<file path="config.mk">
export PLATFORM = sky130hd
export DESIGN_NAME = brick_field
export DESIGN_NICKNAME = d
export VERILOG_FILES = /design/src/rtl/brick_field.sv
export SDC_FILE = /design/constraint.sdc
export NUM_CORES = 1
export LEC_CHECK = 0
export BUFFER_PORTS_ARGS = -buffer_cell sky130_fd_sc_hd__buf_4
export CAP_MARGIN = 0
export CORE_ASPECT_RATIO = 1.75
export CORE_MARGIN = 4
export CORE_UTILIZATION = 50
export CTS_BUF_LIST = sky130_fd_sc_hd__clkbuf_8 sky130_fd_sc_hd__clkbuf_16
export DETAILED_ROUTE_END_ITERATION = 7
export PLACE_DENSITY = 0.68
export SYNTH_ARGS = -nofsm -noshare
export SYNTH_HDL_FRONTEND = slang
export SYNTH_SLANG_ARGS = --single-unit
</file>
<file path="constraint.sdc">
create_clock -name clock -period 5.3 [get_ports clock]
set_input_delay 1.06 -clock clock [delete_from_list [all_inputs] [get_ports clock]]
set_output_delay 1.06 -clock clock [all_outputs]
set_load 0.02 [all_outputs]
</file>
<file path="src/rtl/brick_field.sv">
// Row of destructible bricks: per pass, hit-test the ball against each brick, then
// erase, optionally lower, and redraw it through a pixel-serial VGA plot interface.
module brick_field #(
    parameter int unsigned NUM_BLOCKS = 5,
    parameter int unsigned BLOCK_W    = 8,
    parameter int unsigned BLOCK_H    = 2,
    parameter int unsigned X_START    = 15,
    parameter int unsigned X_PITCH    = 30,
    parameter int unsigned Y_START    = 30,
    parameter int unsigned DROP_STEP  = 10,
    parameter int unsigned MAX_HITS   = 3,
    parameter int unsigned DEAD_LINE  = 108
) (
    input  logic                              clock,
    input  logic                              reset,
    input  logic                              start,
    input  logic                              lower,
    input  logic [7:0]                        ball_x,
    input  logic [7:0]                        ball_y,
    output logic                              busy,
    output logic                              done,
    output logic                              bounce,
    output logic [7:0]                        x,
    output logic [7:0]                        y,
    output logic [2:0]                        colour,
    output logic                              plot,
    output logic [$clog2(NUM_BLOCKS+1)-1:0]   blocks_left,
    output logic                              overrun
);

    localparam int unsigned IDX_W = (NUM_BLOCKS > 1) ? $clog2(NUM_BLOCKS) : 1;
    localparam int unsigned COL_W = (BLOCK_W > 1) ? $clog2(BLOCK_W) : 1;
    localparam int unsigned ROW_W = (BLOCK_H > 1) ? $clog2(BLOCK_H) : 1;
    localparam int unsigned BL_W  = $clog2(NUM_BLOCKS + 1);
    localparam int unsigned Y_MAX = 120 - BLOCK_H;

    if (NUM_BLOCKS < 1 || NUM_BLOCKS > 16) begin : g_bad_num
        $error("NUM_BLOCKS must be 1..16");
    end
    if (MAX_HITS < 1 || MAX_HITS > 7) begin : g_bad_hits
        $error("MAX_HITS must be 1..7");
    end
    if (X_START + (NUM_BLOCKS - 1) * X_PITCH + BLOCK_W - 1 > 159) begin : g_bad_x
        $error("brick row extends past x=159");
    end

    typedef enum logic [2:0] {StIdle, StCheck, StErase, StMove, StDraw, StFinish} state_e;

    state_e            state_q, state_d;
    logic [IDX_W-1:0]  idx_q, idx_d;
    logic [COL_W-1:0]  col_q, col_d, col_nxt;
    logic [ROW_W-1:0]  row_q, row_d, row_nxt;
    logic [7:0]        bx_q, bx_d, by_q, by_d;
    logic              lower_q, lower_d, hit_q, hit_d;
    logic [2:0]        health_q [NUM_BLOCKS];
    logic [2:0]        health_d [NUM_BLOCKS];
    logic [7:0]        ypos_q [NUM_BLOCKS];
    logic [7:0]        ypos_d [NUM_BLOCKS];
    logic [BL_W-1:0]   blocks_left_q, blocks_left_d;
    logic              overrun_q, overrun_d;

    logic [2:0] cur_health, cur_colour;
    logic [8:0] cur_x, cur_y, drop_y;
    logic       hit_now, scan_last;

    always_comb begin
        cur_health = health_q[idx_q];
        cur_x      = 9'(X_START) + 9'(idx_q) * 9'(X_PITCH);
        cur_y      = {1'b0, ypos_q[idx_q]};
        drop_y     = cur_y + 9'(DROP_STEP);
        hit_now    = (cur_health != 3'd0) &&
                     ({1'b0, bx_q} >= cur_x) && ({1'b0, bx_q} <= cur_x + 9'(BLOCK_W - 1)) &&
                     ({1'b0, by_q} >= cur_y) && ({1'b0, by_q} <= cur_y + 9'(BLOCK_H - 1));
        case (cur_health)
            3'd0:    cur_colour = 3'b000;
            3'd1:    cur_colour = 3'b100;
            3'd2:    cur_colour = 3'b110;
            default: cur_colour = 3'b010;
        endcase

        // Row-major rectangle scan shared by erase and draw.
        scan_last = (col_q == COL_W'(BLOCK_W - 1)) && (row_q == ROW_W'(BLOCK_H - 1));
        if (col_q == COL_W'(BLOCK_W - 1)) begin
            col_nxt = '0;
            row_nxt = (row_q == ROW_W'(BLOCK_H - 1)) ? '0 : row_q + 1'b1;
        end else begin
            col_nxt = col_q + 1'b1;
            row_nxt = row_q;
        end
    end

    always_comb begin
        state_d  = state_q;
        idx_d    = idx_q;
        col_d    = col_q;
        row_d    = row_q;
        bx_d     = bx_q;
        by_d     = by_q;
        lower_d  = lower_q;
        hit_d    = hit_q;
        health_d = health_q;
        ypos_d   = ypos_q;
        plot     = 1'b0;
        x        = 8'd0;
        y        = 8'd0;
        colour   = 3'b000;
        done     = 1'b0;
        bounce   = 1'b0;

        case (state_q)
            StIdle: begin
                if (start) begin
                    bx_d    = ball_x;
                    by_d    = ball_y;
                    lower_d = lower;
                    hit_d   = 1'b0;
                    idx_d   = '0;
                    col_d   = '0;
                    row_d   = '0;
                    state_d = StCheck;
                end
            end
            StCheck: begin
                if (hit_now) begin
                    health_d[idx_q] = cur_health - 3'd1;
                    hit_d           = 1'b1;
                end
                col_d   = '0;
                row_d   = '0;
                state_d = StErase;
            end
            StErase: begin
                plot  = 1'b1;
                x     = cur_x[7:0] + 8'(col_q);
                y     = cur_y[7:0] + 8'(row_q);
                col_d = col_nxt;
                row_d = row_nxt;
                if (scan_last) state_d = StMove;
            end
            StMove: begin
                if (lower_q && cur_health != 3'd0) begin
                    ypos_d[idx_q] = (drop_y > 9'(Y_MAX)) ? 8'(Y_MAX) : drop_y[7:0];
                end
                state_d = StDraw;
            end
            StDraw: begin
                plot   = 1'b1;
                x      = cur_x[7:0] + 8'(col_q);
                y      = cur_y[7:0] + 8'(row_q);
                colour = cur_colour;
                col_d  = col_nxt;
                row_d  = row_nxt;
                if (scan_last) begin
                    if (idx_q == IDX_W'(NUM_BLOCKS - 1)) begin
                        state_d = StFinish;
                    end else begin
                        idx_d   = idx_q + 1'b1;
                        state_d = StCheck;
                    end
                end
            end
            StFinish: begin
                done    = 1'b1;
                bounce  = hit_q;
                state_d = StIdle;
            end
            default: state_d = StIdle;
        endcase
    end

    // Status lags brick state by one cycle; the last update settles long before done.
    always_comb begin
        blocks_left_d = '0;
        overrun_d     = 1'b0;
        for (int i = 0; i < int'(NUM_BLOCKS); i++) begin
            if (health_q[i] != 3'd0) begin
                blocks_left_d = blocks_left_d + BL_W'(1);
                if ({1'b0, ypos_q[i]} + 9'(BLOCK_H - 1) >= 9'(DEAD_LINE)) overrun_d = 1'b1;
            end
        end
    end

    always_ff @(posedge clock) begin
        if (reset) begin
            state_q       <= StIdle;
            idx_q         <= '0;
            col_q         <= '0;
            row_q         <= '0;
            bx_q          <= 8'd0;
            by_q          <= 8'd0;
            lower_q       <= 1'b0;
            hit_q         <= 1'b0;
            blocks_left_q <= BL_W'(NUM_BLOCKS);
            overrun_q     <= 1'b0;
            for (int i = 0; i < int'(NUM_BLOCKS); i++) begin
                health_q[i] <= 3'(MAX_HITS);
                ypos_q[i]   <= 8'(Y_START);
            end
        end else begin
            state_q       <= state_d;
            idx_q         <= idx_d;
            col_q         <= col_d;
            row_q         <= row_d;
            bx_q          <= bx_d;
            by_q          <= by_d;
            lower_q       <= lower_d;
            hit_q         <= hit_d;
            blocks_left_q <= blocks_left_d;
            overrun_q     <= overrun_d;
            health_q      <= health_d;
            ypos_q        <= ypos_d;
        end
    end

    assign busy        = (state_q != StIdle);
    assign blocks_left = blocks_left_q;
    assign overrun     = overrun_q;

endmodule

</file>
# Yosys cells after proc, flatten, opt, wreduce, memory -nomap -nowiden

Cells that the tools add are included.

Bits in registers: 87
Input bits: 20
Latch bits: 0
Output and inout bits: 27
Word-level logic and storage cells: 148
ROM bits: 0
Memories kept: 0
RAM bits: 0

Div/mod/pow operators: 0
Shift operators: 0
Mux-type cells: 52
Equal/unequal tests: 15
Multipliers: 1
Reductions and logical operators: 28
Add/sub/neg operators: 19
Order comparisons: 12
Bitwise logic cells: 1

Operators with widths:

| operator              | number |
|---|---|
| $add A8 B1 Y9 const B | 6 |
| $mux W3               | 16 |
| $mux W8               | 6 |
| $ge A9 B7 Y1 const B  | 5 |
| $bwmux W40            | 1 |
| $bmux W8 S3           | 1 |
| $demux W8 S3          | 1 |
| $reduce_bool A3 Y1    | 8 |
| $add A3 B1 Y3 const B | 6 |
| $le A8 B9 Y1          | 2 |
| $mux W1               | 18 |
| $pmux W3 S3           | 2 |
| $bwmux W15            | 1 |
| $pmux W3 S5           | 1 |
| $eq A3 B3 Y1 const B  | 4 |
| $ne A2 B2 Y1 const B  | 5 |
| $add A4 B8 Y9 const A | 1 |
| $add A8 B4 Y9 const B | 1 |
| $add A9 B3 Y9 const B | 1 |
| $bmux W3 S3           | 1 |
| $demux W3 S3          | 1 |
| $eq A3 B2 Y1 const B  | 3 |
| $ge A8 B9 Y1          | 1 |
| $gt A9 B7 Y1 const B  | 1 |
| other kinds (21)      | 35 |

# Depth between registers and ports, before layout

Gate-level depths: netlist (run 1).

Depth in word-level cells: 12
Gate-level depth with buffers: 20
Gate-level depth less buffers: 16

# Worst setup path after synthesis (run 1)

OpenSTA, ideal clock, no wires.

Path type: reg-to-reg
Start point: register idx_q[0]
End point: register health_q[12] (netlist name)
Library setup time: 0.072 ns
Data required time: 5.228 ns
Data arrival time: 4.300 ns
Path slack: 0.928 ns
Clock period less this slack: 4.372 ns
Stages on the path, launching flop included: 18
Buffers on the path: 4
Cells stage by stage: dfxtp_1 -> buf_2 -> buf_4 -> clkbuf_1 -> inv_1 -> ha_1 -> nor3_1 -> xor2_1 -> inv_1 -> ha_1 -> xor2_1 -> ha_1 -> nand4_1 -> or4_1 -> o221ai_1 -> and4_1 -> clkbuf_1 -> mux2i_1

Cells in the longest elaborated chain, start to end: 10
Elaborated cells between the ends (all ways): 28

RTL lines:

| what                                                   | line | text |
|---|---|---|
| from (decl)                                            | 50   | `logic [IDX_W-1:0] idx_q, idx_d;` |
| from (signal assigned)                                 | 201  | `idx_q <= idx_d;` |
| branches (longest 10 deep; another with $add A4 B8 Y9) | --   |  |
| to (signal, indexed assignment)                        | 196  | `health_q[i] <= 3'(MAX_HITS);` |
| to (signal assigned)                                   | 210  | `health_q <= health_d;` |
| to (decl)                                              | 55   | `logic [2:0] health_q [NUM_BLOCKS];` |

Several ways; the timed one is not identified. The select of a mux whose other input is x is not followed.
A chain may end at the register's enable or synchronous reset.

# Worst setup path in the final report (run 1)

Start point: register idx_q[0]
End point: register health_q[3] (netlist name)

The elaborated chain is that of the path after synthesis.

==> metrics.md, run 1 <==
| Metric | Value |
|---|---|
| Outcome | finished, final reports clean |
| Vias | 5146 |
| Die Y | ~150 um |
| Adder-cell share of the synthesized area | 0.1401 |
| Setup Viol. Count Final | 0 |
| CTS tree | yes |
| Mean Syn Cell Area | a little over 8 sq um |
| M1 GR Usage | 0.2326 |
| P&R area growth vs syn | 11.31% |
| Grt peak-use layer | met2 |
| CTS resizes | 0 |
| Worst-margin pin slew | ~0.84 ns |
| Fin nets | roughly 830 |
| Commonest non-fill, non-tap cell in the layout | dfxtp_1 |
| Top_reg_cell synth | dfxtp_1 |
| Vias in the first global route | 5280 |
| RSZ-0062 raised after global routing | false |
| Hpwl dp | 11600 um |
| Maximum clock rate | 218.6 MHz |
| Slew Limit Fails | 0 |
| GR Util met2 | 0.4244 |
| Vias per cell | 5.828 |
| Post-CTS Setup Inserts | 0 |
| Reg clk slew, reported paths | ~0.07 ns |
| Iter 0 DRT Violations | a little over 200 |
| Period utilisation layout | 0.8630 |
| Post-Place Cells | between 800 and 900 |
| Compound-Gate Fraction of Synth Area | 0.1944 |
| Number of I/O pins | 47 |
| Endpoint class of the critical path | flip-flop |
| Number of enable flip-flop cells after synthesis | 0 |
| Static Leak | approximately 2.8 nW |
| WHS Path Cells | 2 |
| Largest net degree at the start of global routing | 69 |
| VDD IR max | 0.0001338 V |
| Final period demand of the worst path | 4.574 ns |
| Layout cell share with drive strength beyond 1 | 0.1283 |
| Ys async rst share | 0 |
| Critical Path, Cell by Cell | buf_4 > ha_1 > ha_1 > fa_1 > o21ai_0 > xnor2_1 > nor3_1 > xor2_1 > ha_1 > nand4_1 > a21oi_1 > nor2_1 > a21boi_0 > o221ai_1 > nand4_1 > mux2i_1 |
| Wire length per cell after detailed routing | around 17 um |
| Worst Path Required | 5.56 ns |
| Seq/Total Area, Yosys | 0.2938 |
| H-tree Lvls | 3 |
| First-pass GRT wire length | roughly 25000 um |
| Final TNS setup | 0 ns |
| Simple-gate share of the synthesized area | 0.1952 |
| Hold slack final | about 0.46 ns |
| CP Class | flip-flop to flip-flop |
| Cell Rows | between 50 and 60 |
| Area leader, netlist | dfxtp_1 |
| Finished Cell Area | about 0.0066 sq mm |
| Initial antenna violation count | 0 |
| Tot GR Track Use | 0.2207 |
| Share of the synthesized area in the top cell type | 0.2938 |
| # diodes | 0 |
| Cell Pwr Density | between 200 and 250 mW/mm^2 |
| Root Driver | clkbuf_16 |
| Max-slew headroom | 0.4368 |
| Final Worst Setup Slack | 0.7262 ns |
| Hold Buf Count CTS | 0 |
| DRC | 0 |
| Chip width | 90.31 um |
| WL final | roughly 15000 um |
| Worst path max stage delay | 0.56 ns |
| Synth Warn # | 0 |
| Routability Congestion | around 0.85 |
| Largest family of logic cells by synthesized area | simple AND/OR/NAND/NOR gates |
| CTS sink cnt | 87 |
| Routed Antenna Nets | 0 |
| Hold Crit Class | flip-flop to flip-flop |
| Synth unique cells | between 60 and 70 |
| Non-Filler Instances | roughly 880 |
| Data arrival, critical path | about 4.8 ns |
| Post-Syn Nets | roughly 800 |
| Most used cell, CP | ha_1 |
| Initial Utilization | 0.5119 |
| Die Area | 0.01373 sq mm |
| Xor/xnor cell area share of the yosys netlist | 0.05910 |
| Mux cell area share after synthesis | 0.06986 |
| Max clock buf depth | 2 |
| Top post-synthesis cells by area | dfxtp_1, ha_1, mux2i_1, nand2_1, nor2_1 |
| CP max stage cell | o221ai_1 |
| Met3 Track Usage GR | 0.04057 |
| DRT Pass-1 Iters | 5 |
| Fillers | about 1100 |
| Final core occ | 0.5698 |
| Total clock buffers created by CTS | 9 |
| Critical path launch point type | flip-flop |
| # port buffers | 45 |
| Worst-Skew Late Latency | approximately 0.34 ns |
| Core Region | about 0.012 sq mm |
| Mapped Area | between 0.005 and 0.006 sq mm |
| Crit Path Max Fanout | 38 |
| R2R cell count | 16 |
| Number of synthesized register bits | 87 |
| Max capacitance violation total | 0 |
| Clock skew | around 0.008 ns |
| Pre-CTS setup slack | ~0.82 ns |
| Total power | between 1 and 1.5 mW |
| Hold Vio Cnt, Final | 0 |
| Total grt overflow | 0 |
| Syn Inst Count | a little over 700 |
| Placed inst area | around 0.0063 sq mm |
| Most frequent cells in the layout | dfxtp_1, nand2_1, nor2_1 |
critical path, delay by kind of cell, from the launching register on:
family | cells | cell delay (ns)
AND/OR/NAND/NOR | 4 | 0.93
AO/OA/AOI/OAI | 4 | 0.86
adder cells (fa/ha/maj) | 4 | 1.22
multiplexers | 1 | 0.28
flip-flops | 1 | 0.37
XOR/XNOR | 2 | 0.40
buffers and inverters | 1 | 0.41
worst paths after layout:
check	start	end	slack, ns
hold reg to reg	by_q[0]	by_q[0]	0.46
setup reg to reg	idx_q[0]	health_q[3]	0.73
setup / recovery	idx_q[0]	health_q[3]	0.73
hold / removal	by_q[0]	by_q[0]	0.46
sequential cells by signal, summed over array words and instances, names as in the netlist:
register	count
blocks_left	3
idx_q	3
col_q	3
lower_q	1
state_q	3
ypos_q	40
health_q	15
overrun	1
by_q	8
row_q	1
bx_q	8
hit_q	1
area by class of cell:
type | instances | area, sq um | share of cell area
clock buffer | 9 | 225.2 | 0.03413
tap | 135 | 168.9 | 0.02560
inverter | 27 | 101.3 | 0.01536
sequential | 87 | 1742 | 0.2639
clock inverter | 7 | 55.05 | 0.008343
multi-input combinational | 565 | 3909 | 0.5923
timing repair buffer | 53 | 397.9 | 0.06030
routing by layer:
metal,vias to the layer above,wire length (um)
li1,2563,-
met1,2442,5908
met2,112,8220
met3,29,585
met4,0,429
met5,-,0
logic make-up after synthesis:
kind of cell | Yosys count
buffers and inverters | 65
XOR/XNOR | 40
flip-flops | 87
adder cells (fa/ha/maj) | 64
multiplexers | 40
AO/OA/AOI/OAI | 172
AND/OR/NAND/NOR | 248
other | 1
Yosys cell counts (all sizes together) (3+ instances only):
| cell type | number |
|---|---|
| a211oi | 12 |
| a21o | 12 |
| a21oi | 41 |
| a31oi | 8 |
| and2 | 12 |
| and3 | 5 |
| buf | 14 |
| clkbuf | 24 |
| dfxtp | 87 |
| fa | 4 |
| ha | 60 |
| inv | 27 |
| mux2 | 5 |
| mux2i | 35 |
| nand2 | 82 |
| nand2b | 9 |
| nand3 | 8 |
| nand4 | 8 |
| nor2 | 74 |
| nor2b | 11 |
| nor3 | 22 |
| nor3b | 4 |
| o211ai | 10 |
| o21a | 4 |
| o21ai | 59 |
| o22ai | 3 |
| o32ai | 4 |
| or2 | 3 |
| xnor2 | 24 |
| xor2 | 16 |
power breakdown:
| part | internal, mW | switching, mW | total (mW) |
|---|---|---|---|
| sequential | 0.667 | 0.0157 | 0.682 |
| combinational | 0.0678 | 0.110 | 0.178 |
| clock | 0.324 | 0.286 | 0.610 |
Note: power is estimated with default switching activity, not from simulation.
==> run 2, diff against run 1 <==
- CORE_UTILIZATION: 50 -> 55
- PLACE_DENSITY: 0.68 -> default
- PLACE_DENSITY_LB_ADDON: default -> 0.08
- clock period: 5.3 -> 3.9 ns (I/O delays scaled with it)
==> run 2 against run 1 <==
Effect of this change:
- combinational power up 46%
- first-iteration DRC count grew 15%
- core utilization rose by 10 points
- via count is 2.7% higher
- worst hold slack improved by 0.0040 ns
- largest cell class unchanged
- highest routed layer unchanged
==> metrics.md, run 2 (same netlist as run 1, synthesis figures left out) <==
| Metric | Value |
|---|---|
| Max clock buf depth | 2 (unchanged) |
| WL final | 15430 um (+1.9%) |
| Comb power frac | 0.128 (+0.007) |
| P_int | 1.464 mW (+38%) |
| Max-slew headroom | 0.4477 (+0.01081) |
| Worst Path Required | 4.16 ns (-1.40 ns) |
| Routed Antenna Nets | 0 (unchanged) |
| Top Registers | ypos_q (40), health_q (15) |
| Clk pwr share | 0.414 (about the same) |
| Vias | 5283 (+2.7%) |
| Total grt overflow | 0 (unchanged) |
| Initial antenna violation count | 0 (unchanged) |
| VDD IR max | 0.0002824 V (+110%) |
| Sequential share of power | 0.458 (-0.006) |
| Vias in the first global route | 5373 (+1.8%) |
| Tot GR Track Use | 0.2491 (+0.02831) |
| Number of I/O pins | 47 (unchanged) |
| Largest Register | ypos_q |
| Routed wl met3 | 582 um (-0.51%) |
| Fin nets | 854 (+3.3%) |
| Setup Viol. Count Final | 0 (unchanged) |
| RSZ-0062 raised after global routing | true |
| CP Class | flip-flop to flip-flop |
| Most frequent cells in the layout | dfxtp_1, nand2_1, buf_4 |
| CTS sink cnt | 87 (unchanged) |
| Met1 WL | 5925 um (+0.29%) |
| Largest net degree at the start of global routing | 69 (unchanged) |
| Worst path max stage delay | 0.60 ns (+0.04 ns) |
| WP depth | 13 (-3) |
| Slew Limit Fails | 0 (unchanged) |
| Routability Congestion | 0.9509 (+12%) |
| Commonest non-fill, non-tap cell in the layout | dfxtp_1 |
| WL met2 | 8433 um (+2.6%) |
| Static Leak | 2.897 nW (+5.2%) |
| Hold Crit Class | flip-flop to flip-flop |
| R2R setup slack | 0.005 ns (-0.72 ns) |
| Initial Utilization | 0.5688 (+0.05690) |
| Cell Pwr Density | 289.6 mW/mm^2 (+30%) |
| Period utilisation layout | 0.9987 (+0.1357) |
| DRC | 0 (unchanged) |
| Reg2reg end | health_q[12] |
| Iter 0 DRT Violations | 232 (+15%) |
| Die Y | 145.3 um (-4.4%) |
| Sw power | 0.5589 mW (+36%) |
| Hold Vio Cnt, Final | 0 (unchanged) |
| Top delay family on crit path | adder cells |
| Worst-margin pin slew | 0.8276 ns (-0.01068 ns) |
| Endpoint class of the critical path | flip-flop |
| First-pass GRT wire length | 25350 um (+1.3%) |
| Total power | 2.023 mW (+38%) |
| Critical Path Source | idx_q[1] |
| Bufs and invs on worst path | 1 (unchanged) |
| Layout cell share with drive strength beyond 1 | 0.1923 (+0.06392) |
| Total clock buffers created by CTS | 9 (unchanged) |
| Crit Path Max Fanout | 6 (-84%) |
| Max reg flops | 40 (unchanged) |
| R2R cell count | 13 (-3) |
| Final period demand of the worst path | 3.895 ns (-0.6788 ns) |
| CTS tree | yes |
| Maximum clock rate | 256.7 MHz (+17%) |
| P&R area growth vs syn | 17.81% |
| Hpwl dp | 11930 um (+2.9%) |
| Worst-Skew Late Latency | 0.34 ns (about the same) |
| Die Area | 0.01257 sq mm (-8.5%) |
| Wire length per cell after detailed routing | 17.10 um (-0.27%) |
| Max capacitance violation total | 0 (unchanged) |
| Switch share | 0.2763 (-0.003814) |
| Reg clk slew, reported paths | 0.07 ns (about the same) |
| Data arrival, critical path | 4.16 ns (-0.67 ns) |
| Critical Path, Cell by Cell | fa_1 > ha_2 > fa_2 > xor2_2 > inv_2 > ha_4 > xor2_1 > ha_1 > nand4_1 > or4_4 > o221ai_4 > and4_4 > mux2i_1 |
| Vias per cell | 5.857 (+0.50%) |
| Cell Rows | 49 (-5.8%) |
| Critical path launch point type | flip-flop |
| Root Driver | clkbuf_16 |
| Hold slack final | 0.4681 ns (+0.003968 ns) |
| H-tree Lvls | 3 (unchanged) |
| Crit path to | health_q[12] |
| Core Region | 0.01042 sq mm (-10%) |
| Clock skew | 0.01170 ns (+0.003900 ns) |
| Outcome | finished, final reports clean |
| # port buffers | 45 (unchanged) |
| Top routing layer used | met4 |
| CP max stage cell | fa_2 |
| DRT Pass-1 Iters | 5 (unchanged) |
| Chip width | 86.48 um (-4.2%) |
| # diodes | 0 (unchanged) |
| Worst r2r src | idx_q[1] |
| Fillers | 888 (-17%) |
run 2: cell count changes in the layout (fill, tap and decap cells not counted), moves of 3 or more:
cell / before / now
buf_4: 53 / 77
ha_1: 60 / 56
nor3_1: 21 / 17
ha_4: 0 / 3
nor3_2: 1 / 4
o21ai_0: 53 / 50
run 2: cell type report:
class                   count  area, sq um  area share
flip-flops and latches     87         1749      0.2504
repair buffers             80        620.6     0.08886
inverters                  27        101.3     0.01451
well taps                 127        158.9     0.02275
clock inverters             6        48.80    0.006987
clock buffers              10        239.0     0.03422
multi-input cells         565         4066      0.5822
run 2: per-layer routing:
layer / track usage / up-vias
li1: - / 2608
met1: 0.2786 / 2518
met2: 0.4544 / 125
met3: 0.03116 / 32
met4: 0.1131 / 0
met5: 0 / -
run 2: worst min path at each step:
stage	to	from	cells after the start	slack, ns
global placement	by_q[0]	by_q[0]	2	0.45
CTS	bx_q[2]	bx_q[2]	2	0.47
floorplan	by_q[0]	by_q[0]	2	0.44
global route	lower_q	lower_q	2	0.50
finish	bx_q[2]	bx_q[2]	2	0.47
detailed placement	bx_q[2]	bx_q[2]	2	0.46
run 2: tightest hold or removal path, stage by stage (launching register included):
cell and delay [ns]:
dfxtp_1 0.31, nand2_1 0.05, a21oi_1 0.06
run 2: stage by stage:
stage	area, sq um	std cells	setup WS, ns	setup TNS [ns]	util
floorplan	5991	717	0.007102	0	-
global placement	6515	878	0.03552	0	0.6251
detailed placement	6515	878	-0.1105	-1.064	0.6251
CTS	6863	899	0.005820	0	0.6585
global route	6984	902	-0.1207	-1.517	0.6701
finish	6984	902	0.004944	0	0.6701
run 2: power by group through the flow:
| stage | clock [mW] | sequential, mW | combinational (mW) |
|---|---|---|---|
| after global placement | 0 | 0.945 | 0.240 |
| final | 0.837 | 0.926 | 0.260 |
| after global routing | 0.887 | 0.928 | 0.286 |
| after CTS | 0.853 | 0.925 | 0.250 |
| after floorplan | 0 | 0.935 | 0.166 |
| after detailed placement | 0 | 0.945 | 0.247 |
run 2: what timing repair did:
item                                    in CTS  in global routing
hold buffers                                 0                  0
pin swaps                                    7                 13
gates resized for setup                      6                 20
endpoints found under the setup margin      16                 47
setup buffers                                5                  3
